**config.mk**
```make
export PLATFORM = sky130hd
export DESIGN_NAME = seq_detect_fsm
export DESIGN_NICKNAME = d
export VERILOG_FILES = /design/src/rtl/seq_fsm_pkg.sv /design/src/rtl/sat_counter.sv /design/src/rtl/seq_detect_fsm.sv
export SDC_FILE = /design/constraint.sdc
export NUM_CORES = 1
export LEC_CHECK = 0
export ABC_AREA = 1
export CORE_ASPECT_RATIO = 1.2
export CORE_UTILIZATION = 23
export DETAILED_ROUTE_END_ITERATION = 8
export GPL_ROUTABILITY_DRIVEN = 0
export GPL_TIMING_DRIVEN = 0
export SKIP_CTS_REPAIR_TIMING = 1
export SYNTH_ARGS = -nofsm -noshare
export SYNTH_HDL_FRONTEND = slang
export SYNTH_SLANG_ARGS = --single-unit
```
**constraint.sdc**
```tcl
create_clock -name clk -period 1.2 [get_ports clk]
set_input_delay 0.12 -clock clk [delete_from_list [all_inputs] [get_ports clk]]
set_output_delay 0.12 -clock clk [all_outputs]
set_load 0.02 [all_outputs]
```
**src/rtl/seq_fsm_pkg.sv**
```systemverilog
// Shared definitions for the serial pattern detector: state sizing, overlap
// mode constants and the elaboration-time next-state table builder.
package seq_fsm_pkg;

  localparam int MAX_LEN     = 32'sd16;
  localparam int OVERLAP_OFF = 32'sd0;
  localparam int OVERLAP_ON  = 32'sd1;

  // Indexed as [matched prefix length][input bit] -> next matched prefix length.
  typedef logic [MAX_LEN:0][1:0][4:0] next_tbl_t;

  function automatic int state_width(input int len);
    if (len < 32'sd1) begin
      return 32'sd1;
    end else begin
      return $clog2(len + 32'sd1);
    end
  endfunction

  function automatic next_tbl_t build_next_table(input int len,
                                                 input logic [MAX_LEN-1:0] pat,
                                                 input int overlap);
    next_tbl_t tbl;
    int        hs;
    int        n;
    int        j;
    int        best;
    logic      ok;
    logic      hb;
    tbl = '0;
    for (int s = 32'sd0; s <= MAX_LEN; s++) begin
      for (int b = 32'sd0; b < 32'sd2; b++) begin
        if (s <= len) begin
          // A full match without overlap forgets its history before the new bit.
          if ((s == len) && (overlap == OVERLAP_OFF)) begin
            hs = 32'sd0;
          end else begin
            hs = s;
          end
          n    = hs + 32'sd1;
          best = 32'sd0;
          for (int k = 32'sd1; k <= MAX_LEN; k++) begin
            if ((k <= len) && (k <= n)) begin
              ok = 1'b1;
              for (int i = 32'sd0; i < MAX_LEN; i++) begin
                if (i < k) begin
                  j = n - k + i;
                  if (j < hs) begin
                    hb = pat[len - 32'sd1 - j];
                  end else begin
                    hb = 1'(b);
                  end
                  if (hb != pat[len - 32'sd1 - i]) begin
                    ok = 1'b0;
                  end else begin
                    ok = ok;
                  end
                end else begin
                  ok = ok;
                end
              end
              if (ok) begin
                best = k;
              end else begin
                best = best;
              end
            end else begin
              best = best;
            end
          end
          tbl[s][b] = 5'(best);
        end else begin
          tbl[s][b] = 5'd0;
        end
      end
    end
    return tbl;
  endfunction

endpackage

```
**src/rtl/sat_counter.sv**
```systemverilog
// Up-counter with synchronous reset, synchronous clear and saturation at all-ones.
module sat_counter #(
  parameter int W = 8
) (
  input  logic         clk,
  input  logic         areset,
  input  logic         inc,
  input  logic         clr,
  output logic [W-1:0] count
);

  logic [W-1:0] count_r;

  // Clear wins over a simultaneous increment; the count never wraps.
  always_ff @(posedge clk) begin
    if (areset) begin
      count_r <= '0;
    end else if (clr) begin
      count_r <= '0;
    end else if (inc && (count_r != {W{1'b1}})) begin
      count_r <= count_r + W'(1'b1);
    end else begin
      count_r <= count_r;
    end
  end

  assign count = count_r;

endmodule

```
**src/rtl/seq_detect_fsm.sv**
```systemverilog
// Moore serial pattern detector: tracks the matched prefix length of PATTERN
// through a constant next-state table and counts completed matches.
module seq_detect_fsm
  import seq_fsm_pkg::*;
#(
  parameter int                     PATTERN_LEN = 4,
  parameter logic [PATTERN_LEN-1:0] PATTERN     = 4'b1011,
  parameter int                     OVERLAP     = 1,
  parameter int                     CNT_W       = 8
) (
  input  logic                                 clk,
  input  logic                                 areset,
  input  logic                                 en,
  input  logic                                 in,
  input  logic                                 count_clr,
  output logic                                 out,
  output logic [state_width(PATTERN_LEN)-1:0]  state_o,
  output logic [CNT_W-1:0]                     match_count
);

  localparam int             SW       = state_width(PATTERN_LEN);
  localparam logic [SW-1:0]  FULL_S   = SW'(PATTERN_LEN);
  localparam next_tbl_t      NEXT_TBL = build_next_table(PATTERN_LEN, 16'(PATTERN), OVERLAP);

  logic [SW-1:0] state_r;
  logic [SW-1:0] next_state_s;
  logic [4:0]    tbl_idx_s;
  logic          out_r;
  logic          inc_s;

  assign tbl_idx_s = 5'(state_r);

  // Next-state lookup; a disabled cycle holds the matched prefix.
  always_comb begin
    next_state_s = state_r;
    inc_s        = 1'b0;
    if (en) begin
      next_state_s = SW'(NEXT_TBL[tbl_idx_s][in]);
      inc_s        = (next_state_s == FULL_S);
    end else begin
      next_state_s = state_r;
      inc_s        = 1'b0;
    end
  end

  // State and Moore flag registers; the flag is derived from the next state so it tracks state_r exactly.
  always_ff @(posedge clk) begin
    if (areset) begin
      state_r <= '0;
      out_r   <= 1'b0;
    end else begin
      state_r <= next_state_s;
      out_r   <= (next_state_s == FULL_S);
    end
  end

  sat_counter #(
    .W (CNT_W)
  ) u_match_cnt (
    .clk    (clk),
    .areset (areset),
    .inc    (inc_s),
    .clr    (count_clr),
    .count  (match_count)
  );

  assign out     = out_r;
  assign state_o = state_r;

endmodule
```
[After elaboration in Yosys (flattened, before gate mapping)]
Memory sizes are Yosys's and may differ from the RTL's. A register that Yosys moved wholly into a read port is not among the register bits.
Cells that the tools add are included.
Word-level totals
  flip-flop bits (word level): 12
  memory bits (read-only): 80
  input bits: 5
  output and inout port bits: 12
  logic and storage cells: 18
  memories kept: 1
Memory list
  (no name shown): words 8, width 10, rd ports 1, clocked after memory_dff 1, wr ports 0, line seq_detect_fsm.sv:38  | next_state_s = SW'(NEXT_TBL[tbl_idx_s][in]);
Operators by class
  add/sub/neg operators: 1
  $lt $le $gt $ge: 2
  eq/ne operators: 3
  muxes and demuxes: 6
  reductions and logical operators: 2
Operators with widths (count)
  $mux 3: 4
  $add 8x1->8 const B: 1
  $mux 8: 1
  $ne 8x8->1 const B: 1
  $eq 3x3->1 const B: 2
  $lt 3x6->1 const B: 1
  $lt 1x2->1 const B: 1
  $reduce_or 2->1: 1
  $logic_and 1x1->1: 1
  $mux 1: 1

[Longest topological paths before layout]
Gate-level depths: netlist (run 1).
  depth after elaboration: 7
  depth in mapped cells: 7
  gate-level depth less buffers: 7

[Cells and area by module]
A second synthesis (run 1) with hierarchy kept.
Unflattened totals
  cell total of the unflattened synthesis: 112
  area total of the unflattened synthesis: 784.5 sq um
By module, submodules not included
  sat_counter: instances 1, cells each 73, area an instance 460.4 sq um
  seq_detect_fsm: instances 1, cells each 39, area an instance 324.1 sq um

[Worst setup path before layout (run 1)]
OpenSTA, ideal clock, no wires.
  path kind: register to register
  start point: register u_match_cnt.count_r[0] (netlist: u_match_cnt.count[0])
  end point: register u_match_cnt.count_r[2] (netlist: u_match_cnt.count[2])
  library setup time: 0.070 ns
  arrival: 1.308 ns
  data required time: 1.130 ns
  path slack: -0.178 ns
  cell stages (with the launch flop): 8
  clock period less this slack: 1.378 ns
  cell sequence: dfxtp_1 ha_1 nand2_1 nor2_1 nand2_1 nand3_2 nand2_1 a21oi_1
Between the ends
  cells in the longest elaborated chain, start to end: 2
  elaborated cells on any way between the ends: 3
  those cells by class: 1 x add/sub; 1 x eq/ne; 1 x reduce/logical
Ends and longest elaborated chain
  from (decl): line sat_counter.sv:12  | logic [W-1:0] count_r;
  from (signal assigned): line sat_counter.sv:21  | count_r <= count_r + W'(1'b1);
  from (signal assigned): line sat_counter.sv:23  | count_r <= count_r;
  branches (longest 2 deep; another with $add 8x1->8)
Parallel ways; which one is timed is not known.
A chain may end at the register's enable or synchronous reset.

[Final worst setup path (run 1)]
  start point: register u_match_cnt.count_r[0] (netlist: u_match_cnt.count[0])
  end point: register u_match_cnt.count_r[5] (netlist: u_match_cnt.count[5])
The elaborated chain is that of the path after synthesis.

==> results.cfg, run 1 <==
[run_status]
status = finished with violations
violations = setup timing

[critical_path]
slowest_delay_ns = 0.36
slowest_stage = dfxtp_4
critPathLaunchType = flop
worstPathMaxFanout = 5
cp_data_arrival_time_ns = 1.53
critPathCaptureType = flop
path_cells = buf_12 > ha_4 > nand3_1 > nor2_2 > nor2_4 > nand2_1 > a21oi_1
path_buf_inv = 1
path_class = reg2reg
required_ns = 1.38
cpLargestDelayFamily = simple AND/OR/NAND/NOR gates
rrSetupSlack_ns = -0.15

[floorplanning]
num_rows = 23
die_h_um = 66.3
core_area_um2 = 3310
die-area_um2 = 3680
die_x_um = 55.6
start_util_pct = 23.9
ioPinCount = 17

[timing]
timing.setup.tns_ns = -0.741
slew_viol_final = 0
fin_worst_hold_slack_ns = 0.400
min_period_ns = 1.35
finalSetupViolCount = 8
rsz0062_at_grt = yes
hold_viol_final = 0
setup_ws_ns = -0.149
fmax_mhz = 742
slew_headroom_pct = 80.9
finalCritPeriodShare_pct = 112
worst_pin_slew_ns = 0.284
fin_worst_skew_ns = 0.00209

[logic_synthesis]
syn_avg_cell_area_um2 = 6.71
synthesis.area_um2 = 792
ys_seq_area_share_pct = 40.4
syn_nets = 124
netlist_instances = 118
synth_cell_type_count = 17
ys_ff_latch = 16
yosys_warnings = 0

[clock_tree]
cts_made_buffers = 3
cts_sinks = 16
cts_max_path_buffers = 2
clk_pin_slew_worst_paths_ns = 0.07
cts_max_level = 1
tritoncts = yes
cts_root_buffer = clkbuf_8
insertion_delay_ns = 0.25

[detailed_routing]
drt_first_pass_iters = 4
antenna_left = 0
viasPerCell = 4.52
drt_iter0_drc = 25
wl_per_cell_um = 10.8
drt-total-wl_um = 1950
dr_total_vias = 813
drc = 0

[layout]
syn_to_final_growth_pct = 54.0
regArea_um2 = 335
multi_input_area_um2 = 474
finalNonFillerCells = 180
drive_gt1_share_pct = 23.8
postLayoutCoreUtil_pct = 36.9
nets = 150
antenna_cells = 0
fill_cells = 317

[placed_design]
io_buffers = 16
dp_hpwl_um = 1290
place_inst = 171

[power]
clockPowerShare_pct = 42.5
powerDensity_nw_per_um2 = 944
ir_drop_mv = 0.432
combPwrFrac_pct = 9.5
swShare_pct = 23.5
p_int_uw = 881
leakage_uw = 0.000729
pwr-share-seq_pct = 47.9
p_sw_uw = 270

[global_routing]
overflow = 0
grt_antenna_before_repair = 0
track_usage_pct = 10.1
grt_pass1_wl_um = 2860
grt_max_degree = 10
grt_pass1_vias = 711

[run]
max-cap-violations = 0

[hold_path]
hold_class = in2reg
[power groups by stage]
stage | registers (µW) | clock network [µW] | logic [µW]
after floorplan | 577 | 0 | 44.5
after CTS | 557 | 496 | 100
final | 552 | 490 | 110
after global routing | 554 | 521 | 120
after global placement | 568 | 0 | 98.0
after detailed placement | 569 | 0 | 100
[cell type report]
type | instances | share of cell area [%]
clock buffer | 4 | 4.51
timing repair buffer | 21 | 20.1
multi-input combinational | 85 | 38.9
tap | 37 | 3.79
inverter | 17 | 5.23
sequential | 16 | 27.5
[cells by family (layout without fill, tap and decap cells)]
| logic type | count (synthesis) | count (layout) | synth area share (%) |
|---|---|---|---|
| fa+ha+maj | 1 | 1 | 1.58 |
| flops | 16 | 16 | 40.4 |
| buf+inv | 17 | 42 | 8.06 |
| xor+xnor | 2 | 2 | 2.21 |
| compound gates | 11 | 11 | 7.27 |
| simple gates | 71 | 71 | 40.4 |
[per-layer routing]
| layer | vias up | wire length, µm | track usage (%) |
|---|---|---|---|
| li1 | 418 | - | - |
| met1 | 376 | 816 | 10.6 |
| met2 | 14 | 1040 | 18.5 |
| met3 | 5 | 31 | 1.17 |
| met4 | 0 | 57 | 7.50 |
| met5 | - | 0 | 0 |
[placed cells by master (no fill, tap or decap), types with 2 or more instances in the layout]
cell             count
buf_4                4
dfxtp_2              3
dlymetal6s2s_1      14
nor2_1               8
nand3_1              8
nand2_2              4
nor2_4               4
dfxtp_1             10
a21oi_1              6
nand2_1             34
clkbuf_8             4
nor2_2               6
nand3b_1             2
dfxtp_4              3
xor2_1               2
clkdlybuf4s50_1      2
o21ai_0              3
inv_1               17
[Yosys cell counts, drive strengths merged]
master	count	share of area, %
nand2	39	19
xor2	2	2.2
nor3	1	0.63
o21ai	3	1.9
ha	1	1.6
a21oi	7	4.4
inv	17	8.1
o21bai	1	0.95
or2	1	0.79
nand3	10	7.6
dfxtp	16	40
nand3b	2	1.9
nor2	18	11
[final timing paths]
path	from	endpoint	cells after the start
min	en	u_match_cnt.count[4]	5
max	u_match_cnt.count[0]	u_match_cnt.count[5]	7
max reg2reg	u_match_cnt.count[0]	u_match_cnt.count[5]	7
min reg2reg	u_match_cnt.count[0]	u_match_cnt.count[0]	2
[through the flow]
| stage | cell area, µm² | power [µW] | setup WS (ns) |
|---|---|---|---|
| floorplan | 810 | 622 | 0.00101 |
| global placement | 1020 | 666 | -0.297 |
| detailed placement | 1020 | 669 | -0.338 |
| CTS | 1070 | 1150 | -0.292 |
| global route | 1220 | 1190 | -0.193 |
| finish | 1220 | 1150 | -0.149 |
[tightest hold or removal path, stage by stage]
cell and delay (ns):
dlymetal6s2s_1 0.20, nand3_1 0.11, nor2_1 0.05, nand3_1 0.07, a21oi_1 0.06
No activity file was read; power rests on OpenSTA's default activity.
==> run 2, diff against run 1 <==
clock period = 1.1 ns   (was 1.2 ns; I/O delays follow)
==> results.cfg, run 2 (same netlist as run 1, synthesis figures left out) <==
[placed_design]
dp_hpwl_um = 1330
place_inst = 171
io_buffers = 16

[timing]
rsz0062_at_grt = yes
hold_viol_final = 0
min_period_ns = 1.22
setup_ws_ns = -0.116
slew_viol_final = 0
slew_headroom_pct = 78.0
fmax_mhz = 822
worst_pin_slew_ns = 0.330
finalCritPeriodShare_pct = 111
fin_worst_skew_ns = 0.00400
finalSetupViolCount = 8

[power]
leakage_uw = 0.000731
total_power_uw = 1270
ir_drop_mv = 0.661
powerDensity_nw_per_um2 = 1040

[detailed_routing]
dr_total_vias = 813
viasPerCell = 4.52
drc = 0
antenna_left = 0
wl_per_cell_um = 10.8
drt-total-wl_um = 1950
drt_iter0_drc = 19
drt_first_pass_iters = 3

[global_routing]
grt_pass1_wl_um = 3150
use_met2_pct = 19.3
grt_pass1_vias = 784
track_usage_pct = 11.0
grt-busiest-layer = met2
grtUsageMet3_pct = 3.13
grt_max_degree = 10
overflow = 0
gr-usage-met1_pct = 12.0
grt_antenna_before_repair = 0

[floorplanning]
die-area_um2 = 3680
ioPinCount = 17
start_util_pct = 23.9
die_h_um = 66.3
core_area_um2 = 3310
die_x_um = 55.6
num_rows = 23

[critical_path]
cp_data_arrival_time_ns = 1.40
worstPathMaxFanout = 8
slowest_delay_ns = 0.37
required_ns = 1.28
critPathLaunchType = flop
path_class = reg2reg
rrSetupSlack_ns = -0.12
slowest_stage = dfxtp_4
critPathCaptureType = flop
path_cells = ha_4 > nand2_4 > nor2_4 > nand2_2 > nand3_4 > nand2_1 > a21oi_2

[layout]
multi_input_area_um2 = 493
layout_common_cells = nand2_1 (30), inv_1 (17), dlymetal6s2s_1 (14)
finalNonFillerCells = 180
syn_to_final_growth_pct = 54.8
regArea_um2 = 335
drive_gt1_share_pct = 28.7
nets = 150
antenna_cells = 0
fill_cells = 360
postLayoutCoreUtil_pct = 37.1
final_common_cell = nand2_1

[clock_tree]
cts_max_level = 1
cts_max_path_buffers = 2
insertion_delay_ns = 0.25
clk_pin_slew_worst_paths_ns = 0.07
cts_made_buffers = 3
tritoncts = yes
cts_sinks = 16
cts_root_buffer = clkbuf_8

[run]
max-cap-violations = 0

[run_status]
violations = setup timing
status = finished with violations

[hold_path]
hold_class = in2reg
-- run 2: cell counts in the layout (fill, tap and decap cells not counted) --
No cell type changed its count.
-- run 2: final timing paths --
check,cells past startpoint,from,endpoint
min reg2reg,2,u_match_cnt.count[3],u_match_cnt.count[3]
max reg2reg,7,u_match_cnt.count[0],u_match_cnt.count[4]
max,7,u_match_cnt.count[0],u_match_cnt.count[4]
min,4,en,out
-- run 2: layout make-up --
class	count	share of cell area (%)
clock buffer	4	4.49
multi-input combinational	85	40.2
inverter	17	5.20
timing repair buffer	21	19.0
sequential	16	27.3
tap	37	3.78
-- run 2: worst max-delay path: cells and delay by family (launching register included) --
kind            cells  cell delay, ns
compound gates      1            0.12
flops               1            0.37
fa+ha+maj           1            0.17
simple gates        5            0.48
-- run 2: routing by layer --
layer,part of all wire [%],up-vias
met5,0,-
met4,1.2,0
met3,4.7,4
met2,53,16
met1,41,379
li1,-,414
-- run 2: metrics by stage --
stage               setup TNS [ns]  hold WS (ns)  cell area [µm²]  setup WS, ns
floorplan                   -0.214         0.196              822       -0.0406
global placement             -5.10         0.476             1030        -0.385
detailed placement           -5.66         0.488             1030        -0.430
CTS                          -4.53         0.499             1080        -0.299
global route                 -1.50         0.481             1230        -0.219
finish                      -0.714         0.427             1230        -0.116
-- run 2: power breakdown --
group	switching (µW)	internal, µW	total [µW]
registers	11.7	595	607
logic	77.2	56.7	134
clock network	214	318	532
==> RTL edit, RTL diff (flow settings as in run 2) <==
Make the reset (`areset`) asynchronous in 2 clocked blocks. Comments in the files are not updated.
--- a/src/rtl/sat_counter.sv
+++ b/src/rtl/sat_counter.sv
@@ -14,3 +14,3 @@
   // Clear wins over a simultaneous increment; the count never wraps.
-  always_ff @(posedge clk) begin
+  always_ff @(posedge clk or posedge areset) begin
     if (areset) begin
--- a/src/rtl/seq_detect_fsm.sv
+++ b/src/rtl/seq_detect_fsm.sv
@@ -46,3 +46,3 @@
   // State and Moore flag registers; the flag is derived from the next state so it tracks state_r exactly.
-  always_ff @(posedge clk) begin
+  always_ff @(posedge clk or posedge areset) begin
     if (areset) begin
Behaviour: differs if areset is asserted again (counterexample within 4 cycles, from zero or initial values and one cycle with areset high); with areset held inactive, the same outputs for 10 cycles.
==> RTL edit against run 2 <==
  * The flow still finishes with violations (setup timing)
  * Sequential cell count shrank 4
  * Design area shrank 19%
  * Area after synthesis shrank 14%
  * Routed wire length shrank 19%
  * Global-route usage shrank 0.29 points
  * Worst setup slack gained 0.0058 ns
  * Die area shrank 13%
  * Total power shrank 23%
  * Highest routed layer unchanged
==> RTL edit: results (changes against run 2) <==
{| class="wikitable"
! Metric !! Value
|-
| Clock latency at the later pin of the worst-skew pair || 0.27 ns (+0.02 ns)
|-
| Average size of a mapped cell || 7.13 sq um (+6.2%)
|-
| Overall fraction of global-route tracks in use || 10.7% (-0.29 points)
|-
| Final WL || 1.59 mm (-19%)
|-
| Leading cell types by total area after synthesis || sky130_fd_sc_hd__dfrtp_1 (44%), sky130_fd_sc_hd__nand2_1 (21%), sky130_fd_sc_hd__nand3_1 (6.6%)
|-
| Most frequent cells after synthesis || sky130_fd_sc_hd__nand2_1 (38), sky130_fd_sc_hd__dfrtp_1 (12), sky130_fd_sc_hd__nor2_1 (11)
|-
| Max rail drop VDD || 532 uV (-19%)
|-
| Via count of the routed design || 685 (-16%)
|-
| Detailed-routing iteration count for the pre-antenna-repair pass || 4 (+1)
|-
| Final clock skew || 0.00402 ns (+0.0000114 ns)
|-
| HPWL after DPL || 1.12 mm (-16%)
|-
| Placed Instances || 146 (-15%)
|-
| Critical-path maximum fanout || 7 (-1)
|-
| Metal2 WL || 785 um (-24%)
|-
| Standard cell with the maximum stage delay on the critical path || sky130_fd_sc_hd__dfrtp_2
|-
| Max transition margin || 69.5% (-8.5 points)
|-
| Detailed-route vias per instance || 4.48 (-0.88%)
|-
| Violations in the final reports || setup timing
|-
| Share of the yosys chip area belonging to registers || 43.9% (+3.4 points)
|-
| Fraction of layout instances using a drive strength above 1 || 34.5% (+5.8 points)
|-
| Total setup violations reported at the end of the flow || 9 (+1)
|-
| Pleak || 0.537 nW (-27%)
|-
| Nets in the synthesized netlist || 102 (-18%)
|-
| Count of distinct cell types in the synthesized netlist || 18 (+1)
|-
| Total routed wire length on the met1 layer || 724 um (-9.3%)
|-
| Wire length of the first global-routing pass || 2.55 mm (-19%)
|-
| Cell class contributing the biggest share of worst-path delay || flip-flops
|-
| Post-DP Area || 906 sq um (-12%)
|-
| DRC violation total after the first TritonRoute iteration || 6 (-13)
|-
| Setup WS post-layout || -0.111 ns (+0.00577 ns)
|-
| Via count of the first global-routing pass || 618 (-21%)
|-
| Asr flop ratio synth || 100% (+100 points)
|-
| Max incr delay on CP || 0.45 ns (+0.08 ns)
|-
| Total Negative Setup Slacks || -0.818 ns (-0.104 ns)
|-
| Area of the multi-input gates || 408 sq um (-17%)
|-
| Clk root buf || sky130_fd_sc_hd__clkbuf_4
|-
| Status || complete, but fails checks
|-
| Length of routed met3 wiring || 62 um (-32%)
|-
| Top FF cell, synth || sky130_fd_sc_hd__dfrtp_1
|}
## RTL edit: final timing paths
check / start / endpoint / slack [ns] / depth (start not counted)
min in group clk: in / state_o[0]$_DFF_PP0_ / 0.50 / 3
min: areset / state_o[1]$_DFF_PP0_ / 0.14 / 2
min reg2reg: u_match_cnt.count[1]$_DFFE_PP0P_ / u_match_cnt.count[1]$_DFFE_PP0P_ / 0.55 / 2
max in group asynchronous: areset / u_match_cnt.count[3]$_DFFE_PP0P_ / 0.62 / 2
max reg2reg: u_match_cnt.count[0]$_DFFE_PP0P_ / u_match_cnt.count[6]$_DFFE_PP0P_ / -0.11 / 9
max: u_match_cnt.count[0]$_DFFE_PP0P_ / u_match_cnt.count[6]$_DFFE_PP0P_ / -0.11 / 9
## RTL edit: stage by stage
stage	worst slack [ns]	utilization, %	power (mW)
final	-0.111	35.2	0.982
after global routing	-0.194	35.2	1.05
after CTS	-0.407	33.2	0.953
after detailed placement	-0.247	32.2	0.664
after global placement	-0.246	32.2	0.659
after floorplan	-0.0682	-	0.587
## RTL edit: area by class of cell
class / instances / share of cell area (%)
clock buffers: 4 / 2.65
inverters: 10 / 4.29
multi-input cells: 74 / 41.2
flip-flops and latches: 12 / 31.1
well taps: 34 / 4.29
repair buffers: 19 / 16.5
## RTL edit: cells by family (layout without fill, tap and decap cells)
kind of cell	Yosys count	after routing	share of synthesized area, %
xor gates and xnor gates	2	2	2.56
adders and majority gates	1	1	1.83
buffers and inverters	10	33	5.85
DFF	12	12	43.9
and+or+nand+nor	66	66	41.3
AOI/OAI and AO/OA	5	5	4.57
## RTL edit: power breakdown
group | internal (mW) | switching, mW
combinational | 0.0897 | 0.113
sequential | 0.462 | 0.0309
clock | 0.141 | 0.146
## RTL edit: worst register-to-register path, delay by kind of cell, from the launching register on
kind	cells	cell delay [ns]
buf+inv	2	0.11
fa+ha+maj	1	0.19
simple gates	6	0.36
flops	1	0.45
## RTL edit: layer usage
layer / vias to the layer above / GRT usage, %
met4: 0 / 3.47
met2: 15 / 18.6
met1: 313 / 13.2
met3: 2 / 2.43
li1: 355 / -
met5: - / 0
